==> src/rtl/midi_uart_rx_if.sv <==
// Byte-level handshake from the MIDI UART receiver to the message capture logic.
interface midi_uart_rx_if;
  logic       new_byte_ready;
  logic [7:0] new_byte;
  logic       framing_error;
  logic       busy;

  modport master (
    output new_byte_ready,
    output new_byte,
    output framing_error,
    output busy
  );

  modport slave (
    input new_byte_ready,
    input new_byte,
    input framing_error,
    input busy
  );
endinterface

==> src/rtl/midi_uart_rx.sv <==
// MIDI 8N1 serial receiver: synchronises the opto-isolated line, recovers bytes
// LSB-first, rejects start-bit glitches and framing errors, optionally drops
// real-time bytes (F8..FF).
//
// state | meaning
// IDLE  | line idle, waiting for a falling edge on rx_s
// START | half-bit wait, then confirm the start bit is still low
// DATA  | sample 8 data bits at mid-bit, LSB first
// STOP  | sample the stop bit; emit the byte or flag a framing error
// BREAK | line held low after a bad stop bit; wait for it to go high
module midi_uart_rx #(
  parameter int CLKS_PER_BIT    = 3200,
  parameter bit FILTER_REALTIME = 1'b1
) (
  input  logic           clk,
  input  logic           reset,
  input  logic           midi_in,
  midi_uart_rx_if.master rx_bus
);

  localparam int CW = $clog2(CLKS_PER_BIT);
  localparam logic [CW-1:0] HALF_TC = CW'(CLKS_PER_BIT / 2 - 1);
  localparam logic [CW-1:0] FULL_TC = CW'(CLKS_PER_BIT - 1);

  typedef enum logic [2:0] {
    IDLE,
    START,
    DATA,
    STOP,
    BREAK
  } state_t;

  state_t        state;
  logic          rx_meta;
  logic          rx_s;
  logic          rx_s_prev;
  logic [CW-1:0] baud_cnt;
  logic [2:0]    bit_idx;
  logic [7:0]    shift_reg;
  logic [7:0]    new_byte_q;
  logic          new_byte_ready_q;
  logic          framing_error_q;
  logic          tc;
  logic          start_edge;

  // START waits half a bit to land mid start bit; every other wait is a full bit.
  assign tc         = (state == START) ? (baud_cnt == HALF_TC) : (baud_cnt == FULL_TC);
  assign start_edge = rx_s_prev & ~rx_s;

  // Two-flop synchroniser plus the edge-detect history register; idle level is high.
  always_ff @(posedge clk or negedge reset) begin
    if (!reset) begin
      rx_meta   <= 1'b1;
      rx_s      <= 1'b1;
      rx_s_prev <= 1'b1;
    end else begin
      rx_meta   <= midi_in;
      rx_s      <= rx_meta;
      rx_s_prev <= rx_s;
    end
  end

  // Receive FSM with bit timing and registered byte/error outputs.
  always_ff @(posedge clk or negedge reset) begin
    if (!reset) begin
      state            <= IDLE;
      baud_cnt         <= '0;
      bit_idx          <= '0;
      shift_reg        <= '0;
      new_byte_q       <= '0;
      new_byte_ready_q <= 1'b0;
      framing_error_q  <= 1'b0;
    end else begin
      new_byte_ready_q <= 1'b0;
      framing_error_q  <= 1'b0;
      case (state)
        IDLE: begin
          baud_cnt <= '0;
          if (start_edge) state <= START;
        end
        START: begin
          if (tc) begin
            baud_cnt <= '0;
            bit_idx  <= '0;
            state    <= rx_s ? IDLE : DATA;
          end else begin
            baud_cnt <= baud_cnt + CW'(1);
          end
        end
        DATA: begin
          if (tc) begin
            baud_cnt  <= '0;
            shift_reg <= {rx_s, shift_reg[7:1]};
            if (bit_idx == 3'd7) state <= STOP;
            else bit_idx <= bit_idx + 3'd1;
          end else begin
            baud_cnt <= baud_cnt + CW'(1);
          end
        end
        STOP: begin
          if (tc) begin
            baud_cnt <= '0;
            if (rx_s) begin
              state <= IDLE;
              // Real-time bytes are swallowed here so message capture never sees them.
              if (!(FILTER_REALTIME && (shift_reg >= 8'hF8))) begin
                new_byte_q       <= shift_reg;
                new_byte_ready_q <= 1'b1;
              end
            end else begin
              framing_error_q <= 1'b1;
              state           <= BREAK;
            end
          end else begin
            baud_cnt <= baud_cnt + CW'(1);
          end
        end
        BREAK: begin
          baud_cnt <= '0;
          if (rx_s) state <= IDLE;
        end
        default: begin
          baud_cnt <= '0;
          state    <= IDLE;
        end
      endcase
    end
  end

  assign rx_bus.new_byte_ready = new_byte_ready_q;
  assign rx_bus.new_byte       = new_byte_q;
  assign rx_bus.framing_error  = framing_error_q;
  assign rx_bus.busy           = (state != IDLE);

endmodule
==> src/flat_wrapper.sv <==
// flat-port wrapper written by rule: the top's interface ports become plain ports
module midi_uart_rx_flat 
#(
  parameter int CLKS_PER_BIT    = 3200,
  parameter bit FILTER_REALTIME = 1'b1
)
  (clk, reset, midi_in, rx_bus_new_byte_ready, rx_bus_new_byte, rx_bus_framing_error, rx_bus_busy);
  midi_uart_rx_if rx_bus_i ();
  input  logic clk;
  input  logic reset;
  input  logic midi_in;
  output wire logic [$bits(rx_bus_i.new_byte_ready)-1:0] rx_bus_new_byte_ready;
  output wire logic [$bits(rx_bus_i.new_byte)-1:0] rx_bus_new_byte;
  output wire logic [$bits(rx_bus_i.framing_error)-1:0] rx_bus_framing_error;
  output wire logic [$bits(rx_bus_i.busy)-1:0] rx_bus_busy;
  assign rx_bus_new_byte_ready = rx_bus_i.new_byte_ready;
  assign rx_bus_new_byte = rx_bus_i.new_byte;
  assign rx_bus_framing_error = rx_bus_i.framing_error;
  assign rx_bus_busy = rx_bus_i.busy;
  midi_uart_rx #(.CLKS_PER_BIT(CLKS_PER_BIT), .FILTER_REALTIME(FILTER_REALTIME)) u_core (.clk(clk), .reset(reset), .midi_in(midi_in), .rx_bus(rx_bus_i));
endmodule
==> config.mk <==
export PLATFORM = sky130hd
export DESIGN_NAME = midi_uart_rx_flat
export DESIGN_NICKNAME = d
export VERILOG_FILES = /design/src/rtl/midi_uart_rx_if.sv /design/src/rtl/midi_uart_rx.sv /design/src/flat_wrapper.sv
export SDC_FILE = /design/constraint.sdc
export NUM_CORES = 1
export LEC_CHECK = 0
export CAP_MARGIN = 25
export CELL_PAD_IN_SITES_DETAIL_PLACEMENT = 0
export CELL_PAD_IN_SITES_GLOBAL_PLACEMENT = 1
export CORE_MARGIN = 2
export CORE_UTILIZATION = 35
export CTS_CLUSTER_DIAMETER = 120
export DETAILED_ROUTE_END_ITERATION = 10
export GPL_TIMING_DRIVEN = 0
export PLACE_DENSITY_LB_ADDON = 0.1
export SYNTH_ARGS = -nofsm -noshare
export SYNTH_HDL_FRONTEND = slang
export SYNTH_SLANG_ARGS = --single-unit
export TNS_END_PERCENT = 10
==> constraint.sdc <==
create_clock -name clk -period 2 [get_ports clk]
set_input_delay 0.3 -clock clk [delete_from_list [all_inputs] [get_ports clk]]
set_output_delay 0.3 -clock clk [all_outputs]
set_load 0.01 [all_outputs]
# After elaboration in Yosys (flattened, before gate mapping)
# Index checks and enable logic that the tools add are counted.
# totals
regBits	39
latch_bits	0
mem_bits_rw	0
mem_bits_ro	0
out_inout_bits	11
elab_cells	61
n_memories	0
# op_classes
addsub	2
n_mul	0
div_mod_pow	0
magnitude_cmp	1
n_eq_ne	14
shift	0
muxes	23
bitwise_logic	3
n_reduce_logical	8
# op_table
operator	n
2-to-1 mux 3 bit	10
2-to-1 mux 12 bit	2
case mux 3 bit (5 select lines)	1
adder 12 x 1 -> 12 bit, second input constant	1
== test 12 x 11 -> 1 bit, second input constant	1
== test 12 bit, second input constant	1
inequality test 2 x 1 -> 1 bit, second input constant	6
>= comparator 8 bit, second input constant	1
2-to-1 mux 1 bit	8
AND reduction 4 bit	2
== test 3 x 2 -> 1 bit, second input constant	2
== test 3 bit, second input constant	2
case mux 3 bit (2 select lines)	1
AND reduction 6 bit	1
adder 3 x 1 -> 3 bit, second input constant	1
== test 3 x 1 -> 1 bit, second input constant	1
logical NOT 3 bit	1
nonzero test 3 bit	1
OR reduction 3 bit	1
2-to-1 mux 2 bit	1
inequality test 2 bit, second input constant	1
inverter 1 bit	2
AND reduction 2 bit	1
nonzero test 2 bit	1
bitwise AND 1 bit	1

# Depth between registers and ports, before layout
# Gate-level depths: netlist (run 1).
# depth
depth_word	5
depth_mapped	7

# Worst setup path before layout (run 1)
# No wires, ideal clock.
# synth_timing
path_kind	reg2reg
from	register u_core.baud_cnt[0]
to	register u_core.state[0]
setup_ns	0.125
arrival_time_ns	1.787
required_ns	1.875
slack_ns	0.088
path_stages_with_launch	7
synth_period_minus_slack_ns	1.912
path_cell_list	dfrtp_1 ha_1 and2_1 and4_1 buf_2 a211o_2 mux2_4
# synth_between
elab_chain_cells	4
word_cells_on_any_way	7
cone_classes	eq/ne (5); mux (1); reduce/logical (1)
# synth_lines
item	line_no	text
from (decl)	midi_uart_rx.sv:37	logic [CW-1:0] baud_cnt;
from (signal assigned)	midi_uart_rx.sv:87	baud_cnt <= baud_cnt + CW'(1);
from (signal assigned)	midi_uart_rx.sv:97	baud_cnt <= baud_cnt + CW'(1);
from (signal assigned)	midi_uart_rx.sv:115	baud_cnt <= baud_cnt + CW'(1);
== test 12 bit or == test 12 x 11 -> 1 bit (tied branches)	midi_uart_rx.sv:47	assign tc = (state == START) ? (baud_cnt == HALF_TC) : (baud_cnt == FULL_TC);
2-to-1 mux 1 bit *	midi_uart_rx.sv:47	
inequality test 2 x 1 -> 1 bit (no line)	--	
AND reduction 6 bit (no line) *	--	
to (signal assigned)	midi_uart_rx.sv:85	state <= rx_s ? IDLE : DATA;
to (decl)	midi_uart_rx.sv:33	state_t state;
# Every way passes the cells marked *; elsewhere a longest branch is shown, timed or not.
# A chain may end at the register's enable or synchronous reset.

# Worst setup path after layout (run 1)
# layout_timing
from	register u_core.baud_cnt[6]
to	register u_core.shift_reg[2]
# layout_between
elab_chain_cells	3
word_cells_on_any_way	4
cone_classes	eq/ne (2); mux (1); reduce/logical (1)
# layout_lines
item	line_no	text
== test 12 bit or == test 12 x 11 -> 1 bit (tied branches)	midi_uart_rx.sv:47	
2-to-1 mux 1 bit *	midi_uart_rx.sv:47	
AND reduction 2 bit (no line) *	--	
to (signal assigned)	midi_uart_rx.sv:93	shift_reg <= {rx_s, shift_reg[7:1]};
to (decl)	midi_uart_rx.sv:39	logic [7:0] shift_reg;
# Marks and branches as above.

==> run metrics, run 1 <==
Clock Tree Buf Depth=2; CP Launch Type=register; M3 GR Usage=0.0450; full die area=between 5000 and 6000 um2; synthesized net count=between 100 and 150; first-pass GRT wire length=~5400 um; Critical R2R Launch=u_core.baud_cnt[6]; Crit Path Category=register to register; CP Launch Point=u_core.baud_cnt[6]; total track usage=0.128; CTS tree=yes; Skew-Pair Late Insertion Delay=~290 ps; Setup Viol. Count Final=0; most common library cell in the layout ignoring fill and taps=dfrtp_1; worst min path class=input port to async pin; Async SR Flop Fraction=1.00; fin crit period=~2000 ps; Post-DP Area=between 2000 and 2500 um2; Final ANT Viol Nets=0; unrepaired setup endpoints after global routing=true; pin count of the biggest net entering global routing=40; top_reg_cell synth=dfrtp_1; Mapped Cells=141; relative slew slack=0.420; Seq cells post-synth=39; Synth Cell Area=roughly 1800 um2; Iteration-0 DRC Markers=66; status=completed; Max Freq=a little over 500 MHz; WL/cell=13.1 um; max-cap violations=0; htree depth=2; M2 GR Usage=0.207; fin area=2150 um2; Placer Congestion=0.817; Die H=approximately 76 um; number of synthesis warnings=0; fillers=471; num rows=26; Tcrit/Tclk final=0.977; Via-to-Cell Ratio=approximately 4.8; layout cell share with drive strength beyond 1=0.282; initial antenna violation count=0; Num CTS Buffers=5; vias in the first global route=about 1.2k; Post-Route WL=~3000 um; dpl cells=approximately 220; Core Region=just over 5000 um2; Detailed Place HPWL=a little over 2000 um; Area growth syn-to-layout=19.6%; Peak supply drop=between 0.0004 and 0.0005 V; synth unique cells=39; Power Total=1410 uW; number of diodes=0; most frequent cells in the layout=dfrtp_1 (36), nor2_1 (17), clkdlybuf4s50_1 (11), mux2_2 (10), mux2_4 (8); clk root buf=clkbuf_8; non-filler cells, final=approximately 230; Setup TNS=0 ps; gr ovfl total=0; io pins=14; PD cells=~650 nW/um2; via count=1116; Fin. Hold Viols=0; sequential area share after synthesis=0.546; Starting Density=0.356; Tightest Pin Transition=about 870 ps; Crit Path Max Fanout=10; R2R depth=5; Pins Over Slew Limit=0; Worst EP arrival=2130 ps; met1 usage=0.157; Port Buf Inserts=13; reg2reg setup slack=approximately 45 ps; Largest register FFs=12; die width=75.6 um; total leakage power=roughly 0.0010 uW; clock-pin slew on the worst setup and hold paths=roughly 70 ps; DRC=0; worst r2r dst=u_core.shift_reg[2]; Worst EP required=approximately 2200 ps; Critical Path End Type=register; GR peak layer=met2; Final nets=168; syn avg cell area=about 13 um2; drt first pass iters=4; Layout Skew=8.27 ps; CTS Hold Bufs=0; # clock sinks=39; EDFF count, synth=0
[report_power, final]
group | total, uW | switching, uW | internal [uW]
clock network | 511 | 267 | 244
logic | 87.1 | 47.8 | 39.2
registers | 808 | 8.18 | 799
total | 1410 | 323 | 1080
[what timing repair did]
item                       in CTS  in global routing
setup endpoints to repair      14                 30
pin swaps                       0                  2
resized for setup               3                  8
buffers inserted                0                  1
[area by class of cell]
type,count,area (um2),area share
sequential,39,980,0.457
buffer,6,46.3,0.0216
inverter,2,7.51,0.00350
clock inverter,2,12.5,0.00583
multi-input combinational,94,805,0.375
tap,70,87.6,0.0408
clock buffer,6,72.6,0.0338
timing repair buffer,14,135,0.0630
[through the flow]
stage | hold WS (ps) | utilization | setup slack [ps]
finish | 126 | 0.426 | 45.2
CTS | 158 | 0.418 | 17.9
floorplan | 4.41 | - | 87.8
global placement | 347 | 0.399 | -288
global route | 193 | 0.426 | -35.3
detailed placement | 349 | 0.398 | -55.2
[worst max-delay path: stages, from the launching register on]
cell      delay (ps)
dfrtp_1          460
or3b_1           440
mux2i_4          320
nand4b_4         150
buf_6            180
mux2_4           300
[synthesized netlist by cell type, drive strengths merged, types with 2 or more instances]
| master | count | share of area |
|---|---|---|
| and3 | 2 | 0.0077 |
| buf | 6 | 0.023 |
| dfrtp | 36 | 0.50 |
| dfstp | 3 | 0.044 |
| ha | 3 | 0.021 |
| inv | 2 | 0.0042 |
| mux2 | 18 | 0.13 |
| nand2 | 7 | 0.015 |
| nand2b | 2 | 0.0070 |
| nand3 | 7 | 0.022 |
| nand4 | 3 | 0.010 |
| nor2 | 17 | 0.036 |
| nor3 | 3 | 0.0084 |
| nor4 | 2 | 0.0070 |
| o2bb2ai | 3 | 0.015 |
| or3b | 2 | 0.0098 |
| xnor2 | 5 | 0.024 |
| xor2 | 5 | 0.024 |
[worst max path at each step]
stage                     slack (ps)                   endpoint  cells past startpoint
after detailed placement         -60          u_core.bit_idx[2]                      6
after global placement          -290  u_core.rx_bus.new_byte[0]                      1
after global routing             -40        u_core.shift_reg[3]                      6
after CTS                         20                rx_bus_busy                      3
after floorplan                   90            u_core.state[0]                      6
final                             50        u_core.shift_reg[2]                      5
[per-layer routing]
layer	vias up	share of wire
met1	563	0.47
li1	537	-
met3	2	0.038
met4	0	0.0072
met5	-	0
met2	14	0.48
[cells by family (layout without fill, tap and decap cells)]
logic type / count (synthesis) / after routing / synth area share
DFF: 39 / 39 / 0.546
adders and majority gates: 3 / 3 / 0.0209
and+or+nand+nor: 54 / 54 / 0.177
xor gates and xnor gates: 10 / 10 / 0.0488
AOI/OAI and AO/OA: 8 / 8 / 0.0377
buffers and inverters: 8 / 30 / 0.0272
muxes: 19 / 19 / 0.142
Power figures use the tool's default switching activity.
==> run 2, diff against run 1 <==
Settings changed: CORE_ASPECT_RATIO set to 1.2.
Clock period 2 ns to 2.3 ns, I/O delays scaled along.
==> run metrics, run 2 (same netlist as run 1, synthesis figures left out) <==
Detailed Place HPWL=2120 um (was 2050 um); # clock sinks=39 (unchanged); max-cap violations=0 (unchanged); fillers=481 (was 471); Peak supply drop=0.000266 V (was 0.000447 V); Core Region=4940 um2 (was 5040 um2); Tightest Pin Transition=868 ps (was 869 ps); Final ANT Viol Nets=0 (unchanged); unrepaired setup endpoints after global routing=false (was true); most common library cell in the layout ignoring fill and taps=dfrtp_1 (unchanged); post-route setup slack=245 ps (was 45.2 ps); Final nets=167 (was 168); clk root buf=clkbuf_8 (unchanged); Crit Path Category=register to register (unchanged); vias in the first global route=1154 (was 1196); drt first pass iters=4 (unchanged); reg2reg setup slack=250 ps (was 50 ps); Power Total=1440 uW (was 1410 uW); clock-pin slew on the worst setup and hold paths=80 ps (was 70 ps); Post-Route WL=3140 um (was 3050 um); Setup Viol. Count Final=0 (unchanged); full die area=5720 um2 (about the same); via count=1086 (was 1116); Worst EP required=2470 ps (was 2180 ps); Layout Skew=3.80 ps (was 8.27 ps); worst min path class=input port to async pin (unchanged); total track usage=0.122 (was 0.128); Starting Density=0.363 (was 0.356); Fin. Hold Viols=0 (unchanged); Clock Tree Buf Depth=2 (unchanged); Via-to-Cell Ratio=4.89 (was 4.79); Max Freq=487 MHz (was 512 MHz); num rows=28 (was 26); initial antenna violation count=0 (unchanged); Placer Congestion=0.727 (was 0.817); pin count of the biggest net entering global routing=40 (unchanged); Iteration-0 DRC Markers=48 (was 66); Area growth syn-to-layout=18.5% (was 19.6%); relative slew slack=0.422 (was 0.420); Worst EP arrival=2230 ps (was 2130 ps); number of diodes=0 (unchanged); Crit Path Max Fanout=7 (was 10); most frequent cells in the layout=dfrtp_1 (36), nor2_1 (17), clkdlybuf4s50_1 (12), mux2_2 (10), mux2_4 (8) (was dfrtp_1 (36), nor2_1 (17), clkdlybuf4s50_1 (11), mux2_2 (10), mux2_4 (8)); Die H=82.4 um (was 75.6 um); total leakage power=0.00102 uW (about the same); layout cell share with drive strength beyond 1=0.265 (was 0.282); setup slack at placement=248 ps (was -55.2 ps); DRC=0 (unchanged); Tcrit/Tclk final=0.893 (was 0.977); CTS resizes=0 (was 3); Pins Over Slew Limit=0 (unchanged); first-pass GRT wire length=5420 um (about the same); PD cells=678 nW/um2 (was 655 nW/um2); Skew-Pair Late Insertion Delay=290 ps (about the same); CTS tree=yes (unchanged); status=completed (unchanged); fin crit period=2050 ps (was 1950 ps); Port Buf Inserts=13 (unchanged); WL/cell=14.1 um (was 13.1 um); Num CTS Buffers=5 (unchanged); postcts setup bufs=0 (unchanged); gr ovfl total=0 (unchanged); io pins=14 (unchanged); Critical Path End Type=register (unchanged); htree depth=2 (unchanged); Largest register FFs=12 (unchanged); CP Launch Type=register (unchanged); CTS Hold Bufs=0 (unchanged); die width=69.4 um (was 75.6 um)
[run 2: cell types whose count changed in the layout (fill, tap and decap cells not counted), sizes merged]
| cell | before | now |
|---|---|---|
| bufinv | 0 | 2 |
| buf | 8 | 7 |
| clkinv | 1 | 0 |
| clkdlybuf4s50 | 11 | 12 |
| dlymetal6s2s | 1 | 0 |
| clkinvlp | 1 | 0 |
[run 2: cell type report]
cell class	count	area, um2	area share
plain buffers	6	41.3	0.0194
clock buffers	6	72.6	0.0341
clock inverters	2	60.1	0.0282
inverters	2	7.51	0.00353
multi-input cells	94	766	0.360
flip-flops and latches	39	980	0.461
well taps	60	75.1	0.0353
repair buffers	13	125	0.0588
[run 2: path summary, 6_finish.rpt]
check                           cells after the start             endpoint                from
worst max-delay path                                6      u_core.state[0]  u_core.baud_cnt[0]
worst min-delay path                                1  u_core.baud_cnt[10]               reset
worst max register to register                      6      u_core.state[0]  u_core.baud_cnt[0]
worst min register to register                      0          u_core.rx_s      u_core.rx_meta
max in group asynchronous                           1  u_core.shift_reg[3]               reset
min in group clk                                    0          u_core.rx_s      u_core.rx_meta
[run 2: worst max-delay path, cell delays in order, from the launching register on]
cell     delay, ps
dfrtp_1        420
ha_1           250
and2_1         210
and4_1         190
buf_2          180
a211o_2        390
mux2_4         300
[run 2: report_power, final]
part | internal [uW] | switching (uW) | total, uW
combinational | 27.3 | 38.8 | 66.2
sequential | 695 | 5.85 | 701
clock | 434 | 242 | 676
total | 1160 | 287 | 1440
[run 2: metrics by stage]
stage | util | setup TNS [ps] | cells | cell area, um2 | hold WS, ps
2_1_floorplan | - | 0 | 141 | 1790 | 49.4
3_3_place_gp | 0.405 | -2410 | 214 | 2000 | 347
3_5_place_dp | 0.404 | 0 | 214 | 1990 | 347
4_1_cts | 0.431 | 0 | 222 | 2130 | 198
5_1_grt | 0.431 | 0 | 222 | 2130 | 226
6_report | 0.431 | 0 | 222 | 2130 | 166
[run 2: per-layer routing]
layer | vias to the layer above | wire, um | global-route usage
li1 | 531 | - | -
met1 | 537 | 1500 | 0.140
met2 | 14 | 1510 | 0.211
met3 | 4 | 82 | 0.0364
met4 | 0 | 44 | 0.0588
met5 | - | 0 | 0
